[config.mk]
export PLATFORM = sky130hd
export DESIGN_NAME = mem_stage_sram
export DESIGN_NICKNAME = d
export VERILOG_FILES = /design/src/rtl/mem_stage_pkg.sv /design/src/rtl/sram_access_fsm.sv /design/src/rtl/mem_stage_sram.sv
export SDC_FILE = /design/constraint.sdc
export NUM_CORES = 1
export LEC_CHECK = 0
export ABC_AREA = 1
export BUFFER_PORTS_ARGS = -buffer_cell sky130_fd_sc_hd__buf_2
export CORE_AREA = 4 4 85 87
export CTS_BUF_LIST = sky130_fd_sc_hd__clkbuf_8
export DETAILED_ROUTE_END_ITERATION = 10
export DIE_AREA = 0 0 89 91
export GPL_ROUTABILITY_DRIVEN = 0
export HOLD_SLACK_MARGIN = 0.05
export PLACE_DENSITY_LB_ADDON = 0.25
export SLEW_MARGIN = 20
export SYNTH_ARGS = -nofsm -noshare
export SYNTH_HDL_FRONTEND = slang
export SYNTH_SLANG_ARGS = --single-unit
[constraint.sdc]
create_clock -name clk -period 1.6 [get_ports clk]
set_clock_uncertainty 0.05 [all_clocks]
set_input_delay 0.32 -clock clk [delete_from_list [all_inputs] [get_ports clk]]
set_output_delay 0.32 -clock clk [all_outputs]
set_load 0.01 [all_outputs]
[src/rtl/mem_stage_pkg.sv]
// mem_stage_pkg: shared state encoding and sizing helpers for the SRAM-backed MEM stage.
package mem_stage_pkg;
    typedef enum logic [1:0] {IDLE, ACCESS, DONE} state_t;

    function automatic int byte_shift(input int n);
        return $clog2(n / 8);
    endfunction

    localparam int BYTE_SHIFT = byte_shift(32);

    function automatic int cnt_width(input int wait_cycles);
        return (wait_cycles > 1) ? $clog2(wait_cycles) : 1;
    endfunction
endpackage

[src/rtl/sram_access_fsm.sv]
// sram_access_fsm: sequences one multi-cycle SRAM transfer, drives strobes and captures load data.
module sram_access_fsm
    import mem_stage_pkg::*;
#(
    parameter int N           = 32,
    parameter int WAIT_CYCLES = 4
) (
    input  logic         clk,
    input  logic         rst,
    input  logic         req,
    input  logic         wr,
    input  logic [N-1:0] rdata,
    output logic         ready,
    output logic         we_n,
    output logic         oe_n,
    output logic [N-1:0] load_data
);
    localparam int CW = cnt_width(WAIT_CYCLES);

    state_t state, next;
    logic [CW-1:0] cnt;
    logic last;

    assign last = cnt == CW'(WAIT_CYCLES - 1);

    // Strobes decode the registered state, so an async reset drops them immediately.
    always_comb begin
        next  = state == IDLE   ? (req ? ACCESS : IDLE) :
                state == ACCESS ? (last ? DONE : ACCESS) : IDLE;
        ready = state == IDLE ? !req : state == DONE;
        we_n  = !(state == ACCESS && wr);
        oe_n  = !(state == ACCESS && !wr);
    end

    always_ff @(posedge clk or posedge rst) begin
        if (rst) begin
            state     <= IDLE;
            cnt       <= '0;
            load_data <= '0;
        end else begin
            state <= next;
            cnt   <= state == ACCESS ? cnt + CW'(1) : '0;
            if (state == ACCESS && last && !wr)
                load_data <= rdata;
        end
    end
endmodule

[src/rtl/mem_stage_sram.sv]
// mem_stage_sram: pipeline MEM stage backed by an external multi-cycle SRAM; stalls via ready.
module mem_stage_sram
    import mem_stage_pkg::*;
#(
    parameter int N           = 32,
    parameter int ADDR_W      = 16,
    parameter int WAIT_CYCLES = 4,
    parameter int BASE_ADDR   = 1024,
    parameter int DEST_W      = 4
) (
    input  logic              clk,
    input  logic              rst,
    input  logic [N-1:0]      ALU_ResIn,
    input  logic [N-1:0]      Value_RmIn,
    input  logic              MEM_R_ENIn,
    input  logic              MEM_W_ENIn,
    input  logic              WB_ENIn,
    input  logic [DEST_W-1:0] DestIn,
    input  logic [N-1:0]      sram_rdata,
    output logic [N-1:0]      ALU_ResOut,
    output logic [N-1:0]      DataMemoryOut,
    output logic              WB_ENOut,
    output logic              MEM_R_ENOut,
    output logic [DEST_W-1:0] DestOut,
    output logic              ready,
    output logic [ADDR_W-1:0] sram_addr,
    output logic [N-1:0]      sram_wdata,
    output logic              sram_we_n,
    output logic              sram_oe_n
);
    localparam int SHIFT = byte_shift(N);
    localparam logic [N-1:0] BASE = N'(BASE_ADDR);

    logic [N-1:0] offset;

    // Byte offset bits are dropped; out-of-range addresses wrap in the SRAM word space.
    assign offset      = ALU_ResIn - BASE;
    assign sram_addr   = ADDR_W'(offset >> SHIFT);
    assign sram_wdata  = Value_RmIn;
    assign ALU_ResOut  = ALU_ResIn;
    assign MEM_R_ENOut = MEM_R_ENIn;
    assign DestOut     = DestIn;
    assign WB_ENOut    = WB_ENIn & ready;

    sram_access_fsm #(
        .N           (N),
        .WAIT_CYCLES (WAIT_CYCLES)
    ) u_fsm (
        .clk       (clk),
        .rst       (rst),
        .req       (MEM_R_ENIn | MEM_W_ENIn),
        .wr        (MEM_W_ENIn),
        .rdata     (sram_rdata),
        .ready     (ready),
        .we_n      (sram_we_n),
        .oe_n      (sram_oe_n),
        .load_data (DataMemoryOut)
    );
endmodule

==> results of run 1 <==
-- worst max-delay path: stages --
cell and delay (ns):
buf_2 0.11, inv_1 0.06, ha_1 0.14, inv_1 0.07, nor2_4 0.11, inv_1 0.06
o21ai_0 0.12, buf_2 0.15
-- registers in the layout, summed over array words and instances (netlist names) --
register	count
u_fsm.cnt	2
u_fsm.state	2
u_fsm.load_data	32
-- path summary, 6_finish.rpt --
| check | slack [ns] | cells past startpoint | endpoint |
|---|---|---|---|
| setup / recovery | 0.09 | 8 | sram_addr[12] |
| min in group asynchronous | 0.56 | 4 | u_fsm.load_data[13] |
| hold / removal | 0.21 | 3 | u_fsm.load_data[17] |
| setup reg to reg | 0.20 | 6 | u_fsm.load_data[25] |
| hold reg to reg | 0.39 | 1 | u_fsm.cnt[0] |
| max in group asynchronous | 0.70 | 4 | u_fsm.load_data[18] |
-- cell type report --
| cell class | instances | share of cell area |
|---|---|---|
| clock buffer | 5 | 0.02938 |
| clock inverter | 3 | 0.01656 |
| inverter | 16 | 0.02564 |
| multi-input combinational | 134 | 0.2703 |
| sequential | 36 | 0.3846 |
| tap | 77 | 0.04113 |
| timing repair buffer | 104 | 0.2324 |
-- Yosys cell counts, types with 2 or more instances --
cell type	number	area, um2
buf_4	80	600.6
nand2_1	78	292.8
dfrtp_1	36	900.9
nand3_1	33	165.2
inv_1	15	56.30
nor2_1	10	37.54
buf_6	3	33.78
o21ai_0	3	15.01
clkbuf_1	2	7.510
ha_1	2	25.02
nand4_1	2	12.51
-- per-layer routing --
layer,vias up,track usage,routed length (um)
li1,814,-,-
met1,772,0.1454,1913
met2,83,0.2172,2520
met3,26,0.04163,600
met4,2,0.07072,182
met5,-,0,16
-- what timing repair did --
action                                 CTS  global route
setup endpoints to repair                1            31
hold buffers                             1             0
buffers inserted                         0             0
endpoints found under the hold margin   36             0
cloned                                   0             0
gates resized for setup                  1             7
pin swaps                                0             1
-- per-stage QoR --
stage	worst slack, ns	hold slack, ns	power, W
CTS	0.04820	0.1968	0.003794
global placement	0.01225	0.3329	0.002954
global route	-0.02154	0.2034	0.004096
floorplan	0.07296	0.3599	0.002568
detailed placement	-0.01151	0.3227	0.002977
finish	0.08745	0.2078	0.003750
-- report_power, final --
group | switching [W] | internal, W | total, W
Clock | 0.000333 | 0.000456 | 0.000790
Combinational | 0.000859 | 0.000575 | 0.00143
Sequential | 0.000213 | 0.00131 | 0.00153
Total | 0.00140 | 0.00234 | 0.00375
-- cell families after synthesis --
| logic type | Yosys count |
|---|---|
| simple gates | 127 |
| buf+inv | 102 |
| flops | 36 |
| fa+ha+maj | 2 |
| xor+xnor | 1 |
| compound gates | 4 |
==> metrics, run 1 <==
Syn Inst Count=272; routed length per instance=13.95 um; Hold Crit Class=input pin to register; fraction of layout cells with a size suffix above 1=0.3926; average size of a mapped cell=8.142 um2; DRT Pass-1 Iters=4; Crit. End Element=output port; placed cells=366; XOR/XNOR Fraction of Synth Area=0.003955; FF/Latch Area=900.9 um2; crit path kind=input pin to output port; commonest non-fill, non-tap cells in the layout=buf_2 (97), nand2_1 (78), dfrtp_1 (36); Hold Crit Start=sram_rdata[17]; Multi-input gate area=633.1 um2; Ports=226; CP arrival=1.14 ns; clock sink total=36; Leak=1.385 nW; CTS tree=yes; GRT Overall Usage=0.1305; final WL=5233 um; DP Wirelength=3838 um; PD cells=1601 nW/um2; commonest non-fill, non-tap cell in the layout=buf_2; first-pass GRT wire length=8204 um; Critical path origin=ALU_ResIn[10]; CTS HTree Levels=2; Overflow after GRT=0; Tightest Pin Transition=0.2703 ns; FMAX=661.1 MHz; Synth cell types=19; initial antenna violation count=1; post-synthesis mux area share=0; Yosys Warn Count=0; Cell Rows=29; largest family of logic cells by synthesized area=buffers and inverters; r2r startpoint=u_fsm.cnt[0]; Worst-path clk slew=0.08 ns; remaining antenna violation count=0; Slew headroom=0.8198; drt drc=0; height of the die=91 um; PortBufs=97; ant diodes=0; # fillers=702; Final Non-Filler Cells=375; Setup violations, final=0; Clock Latency Late Sink=0.29 ns; pin count of the biggest net entering global routing=33; final hold vios=0; fin crit period=1.513 ns; syn nets=379; ys flop type=dfrtp_1; Seq/Total Area, Yosys=0.4068; Syn-to-layout area delta=5.763%; post-synthesis compound-gate area fraction=0.009040; Post-Synth Simple-Gate Area=0.2497; number of max-cap violations=0; area share of fa/ha/maj cells after synthesis=0.01130; Clock Path Buffers=2; Starting Density=0.3488; setup TNS=0 ns; startpoint types=input pin; outcome=finished, final reports clean; vias in the first global route=1657; Nets=404; CP Max Fanout=4; Die Span X=89 um; Worst IR Drop VDD=0.7214 mV; DR iter-0 viols=65; asr flop ratio synth=1.000; area of the core=6350 um2; number of synthesized register bits=36; post-route cell area=2342 um2; RSZ-0062 raised after global routing=true; Worst Path Required=1.23 ns; vias=1697; max-slew violations=0; Placement Cell Area=2195 um2; number of synthesized flops with an enable pin=0; Util after Layout=0.3689; synthesized area=2215 um2; CTS Root Cell=clkbuf_8; via-per-instance ratio=4.525; CTS buffer count=5; Die Footprint=8099 um2; fin crit share=0.9453
Power figures use the tool's default switching activity.
==> run 2: changes to the inputs <==
--- a/config.mk
+++ b/config.mk
@@ -7,10 +7,10 @@
 export LEC_CHECK = 0
 export ABC_AREA = 1
 export BUFFER_PORTS_ARGS = -buffer_cell sky130_fd_sc_hd__buf_2
-export CORE_AREA = 4 4 85 87
+export CORE_AREA = 4 4 84 86
 export CTS_BUF_LIST = sky130_fd_sc_hd__clkbuf_8
 export DETAILED_ROUTE_END_ITERATION = 10
-export DIE_AREA = 0 0 89 91
+export DIE_AREA = 0 0 88 90
 export GPL_ROUTABILITY_DRIVEN = 0
 export HOLD_SLACK_MARGIN = 0.05
 export PLACE_DENSITY_LB_ADDON = 0.25
==> constraint.sdc (replaced) <==
create_clock -name clk -period 1.82 [get_ports clk]
set_clock_uncertainty 0.05 [all_clocks]
set_input_delay 0.364 -clock clk [delete_from_list [all_inputs] [get_ports clk]]
set_output_delay 0.364 -clock clk [all_outputs]
set_load 0.01 [all_outputs]
==> run 2 against run 1 <==
Sequential cell count is the same. Critical path type unchanged. Clock power shrank 11%. Register-to-register slack gained 0.19 ns. Largest cell class unchanged. Via count shrank 1.1%. Largest power group unchanged. Highest routed layer is now met4. Wire length shrank 5.5%.
==> metrics, run 2 (synthesis gave the netlist of run 1 again) <==
outcome=finished, final reports clean; Nets=400 (-0.99%); Leak=1.365 nW (-1.4%); routed length per instance=13.32 um (-4.5%); most used cell, CP=inv_1; Post-CTS Hold Buffers=0 (-1); startpoint types=input pin; Clock Path Buffers=2 (unchanged); area of the core=6277 um2 (-1.1%); FMAX=602.0 MHz; Clock Latency Late Sink=0.29 ns (about the same); setup TNS=0 ns (unchanged); Crit path max-delay family=buffers and inverters; DP Wirelength=3572 um (-6.9%); GRT Overall Usage=0.1314 (+0.0008603); first-pass GRT wire length=8259 um (+0.67%); Worst Path Required=1.41 ns (+0.18 ns); top flop regs=u_fsm.load_data (32), u_fsm.cnt (2), u_fsm.state (2); Crit. End Element=output port; Slew headroom=0.6951 (-0.1247); commonest non-fill, non-tap cell in the layout=buf_2; CTS buffer count=5 (unchanged); fraction of layout cells with a size suffix above 1=0.3810 (-0.01167); CP Max Fanout=4 (unchanged); Hold Crit Class=input pin to asynchronous set/reset pin; total power=0.003263 W (-13%); fin crit period=1.661 ns; Tightest Pin Transition=0.4573 ns (+0.1870 ns); Hold WS=0.1128 ns (-0.09504 ns); Cell Rows=29 (unchanged); commonest non-fill, non-tap cells in the layout=buf_2 (97), nand2_1 (78), dfrtp_1 (36); Largest Register=u_fsm.load_data; ant diodes=0 (unchanged); Setup violations, final=0 (unchanged); RSZ-0062 raised after global routing=false; Die Footprint=7920 um2 (-2.2%); CTS tree=yes; Final Non-Filler Cells=371 (-1.1%); drt drc=0 (unchanged); final WL=4943 um (-5.5%); via-per-instance ratio=4.523 (about the same); vias=1678 (-1.1%); Buf+Inv Stages, Crit Path=5 (unchanged); remaining antenna violation count=0 (unchanged); initial antenna violation count=0 (-1); CTS Root Cell=clkbuf_8; Worst IR Drop VDD=0.5300 mV (-27%); placed cells=363 (-0.82%); Overflow after GRT=0 (unchanged); Cell Chain, Critical Path=buf_2 > inv_1 > ha_1 > inv_1 > nor2_4 > inv_1 > o21ai_0 > buf_2; Place WS=0.09305 ns (+0.1046 ns); Ports=226 (unchanged); crit path setup slack, layout=0.1589 ns (+0.07146 ns); DRT Pass-1 Iters=4 (unchanged); PD cells=1424 nW/um2 (-11%); number of max-cap violations=0 (unchanged); height of the die=90 um (-1.1%); clock sink total=36 (unchanged); CP arrival=1.25 ns (+0.11 ns); CTS HTree Levels=2 (unchanged); Largest register FFs=32 (unchanged); max-slew violations=0 (unchanged); Syn-to-layout area delta=3.446%; CP peak stage delay=0.15 ns (about the same); vias in the first global route=1770 (+6.8%); crit path kind=input pin to output port; Die Span X=88 um (-1.1%); slowest CP cell=ha_1; DR iter-0 viols=39 (-40%); final hold vios=0 (unchanged); pin count of the biggest net entering global routing=37 (+12%); fin crit share=0.9127; Starting Density=0.3528 (+0.004032); PortBufs=97 (unchanged); Worst R2R Setup Slack=0.39 ns (+0.19 ns); Worst-path clk slew=0.07 ns (about the same)
run 2: changes by cell type in the layout (fill, tap and decap cells not counted), sizes merged:
cell and delta:
clkinvlp +1, inv -1, dlygate4sd3 -1, buf -3
run 2: worst reg2reg max path: cells and delay by family (launching register included):
family	cells	cell delay, ns
fa+ha+maj	1	0.15
buf+inv	2	0.43
flops	1	0.36
simple gates	3	0.39
run 2: power breakdown:
part           leakage [nW]  internal, W  switching, W
sequential            0.452      0.00115      0.000174
clock                0.0541     0.000405      0.000300
combinational         0.859     0.000488      0.000742
run 2: layout make-up:
class	instances	area [um2]
multi-input combinational	134	614.3
tap	77	96.34
clock inverter	3	42.54
fill	680	3986
sequential	36	900.9
timing repair buffer	100	508.0
clock buffer	5	68.82
inverter	16	60.06
run 2: per-stage QoR:
step                cell area [um2]  utilization
floorplan                      2215            -
global placement               2172       0.3460
detailed placement             2172       0.3460
CTS                            2283       0.3638
global route                   2291       0.3650
finish                         2291       0.3650
run 2: metal layers:
layer / up-vias / wire length, um / GRT usage
met5: - / 0 / 0
met1: 771 / 1907 / 0.1390
met3: 32 / 474 / 0.04662
met4: 0 / 151 / 0.07673
met2: 71 / 2409 / 0.2198
li1: 804 / - / -
run 2: timing repair:
item | 4_1_cts | 5_1_grt
setup endpoints to repair | 0 | 2
setup buffers | 0 | 0
resized for setup | 0 | 2
run 2: path summary, 6_finish.rpt:
check / end / cells after the start / start
min: u_fsm.load_data[5] / 3 / rst
max reg2reg: u_fsm.load_data[31] / 6 / u_fsm.cnt[0]
max: sram_addr[12] / 8 / ALU_ResIn[10]
min in group clk: u_fsm.load_data[17] / 3 / sram_rdata[17]
max in group asynchronous: u_fsm.load_data[6] / 3 / rst
min reg2reg: u_fsm.cnt[0] / 1 / u_fsm.cnt[0]
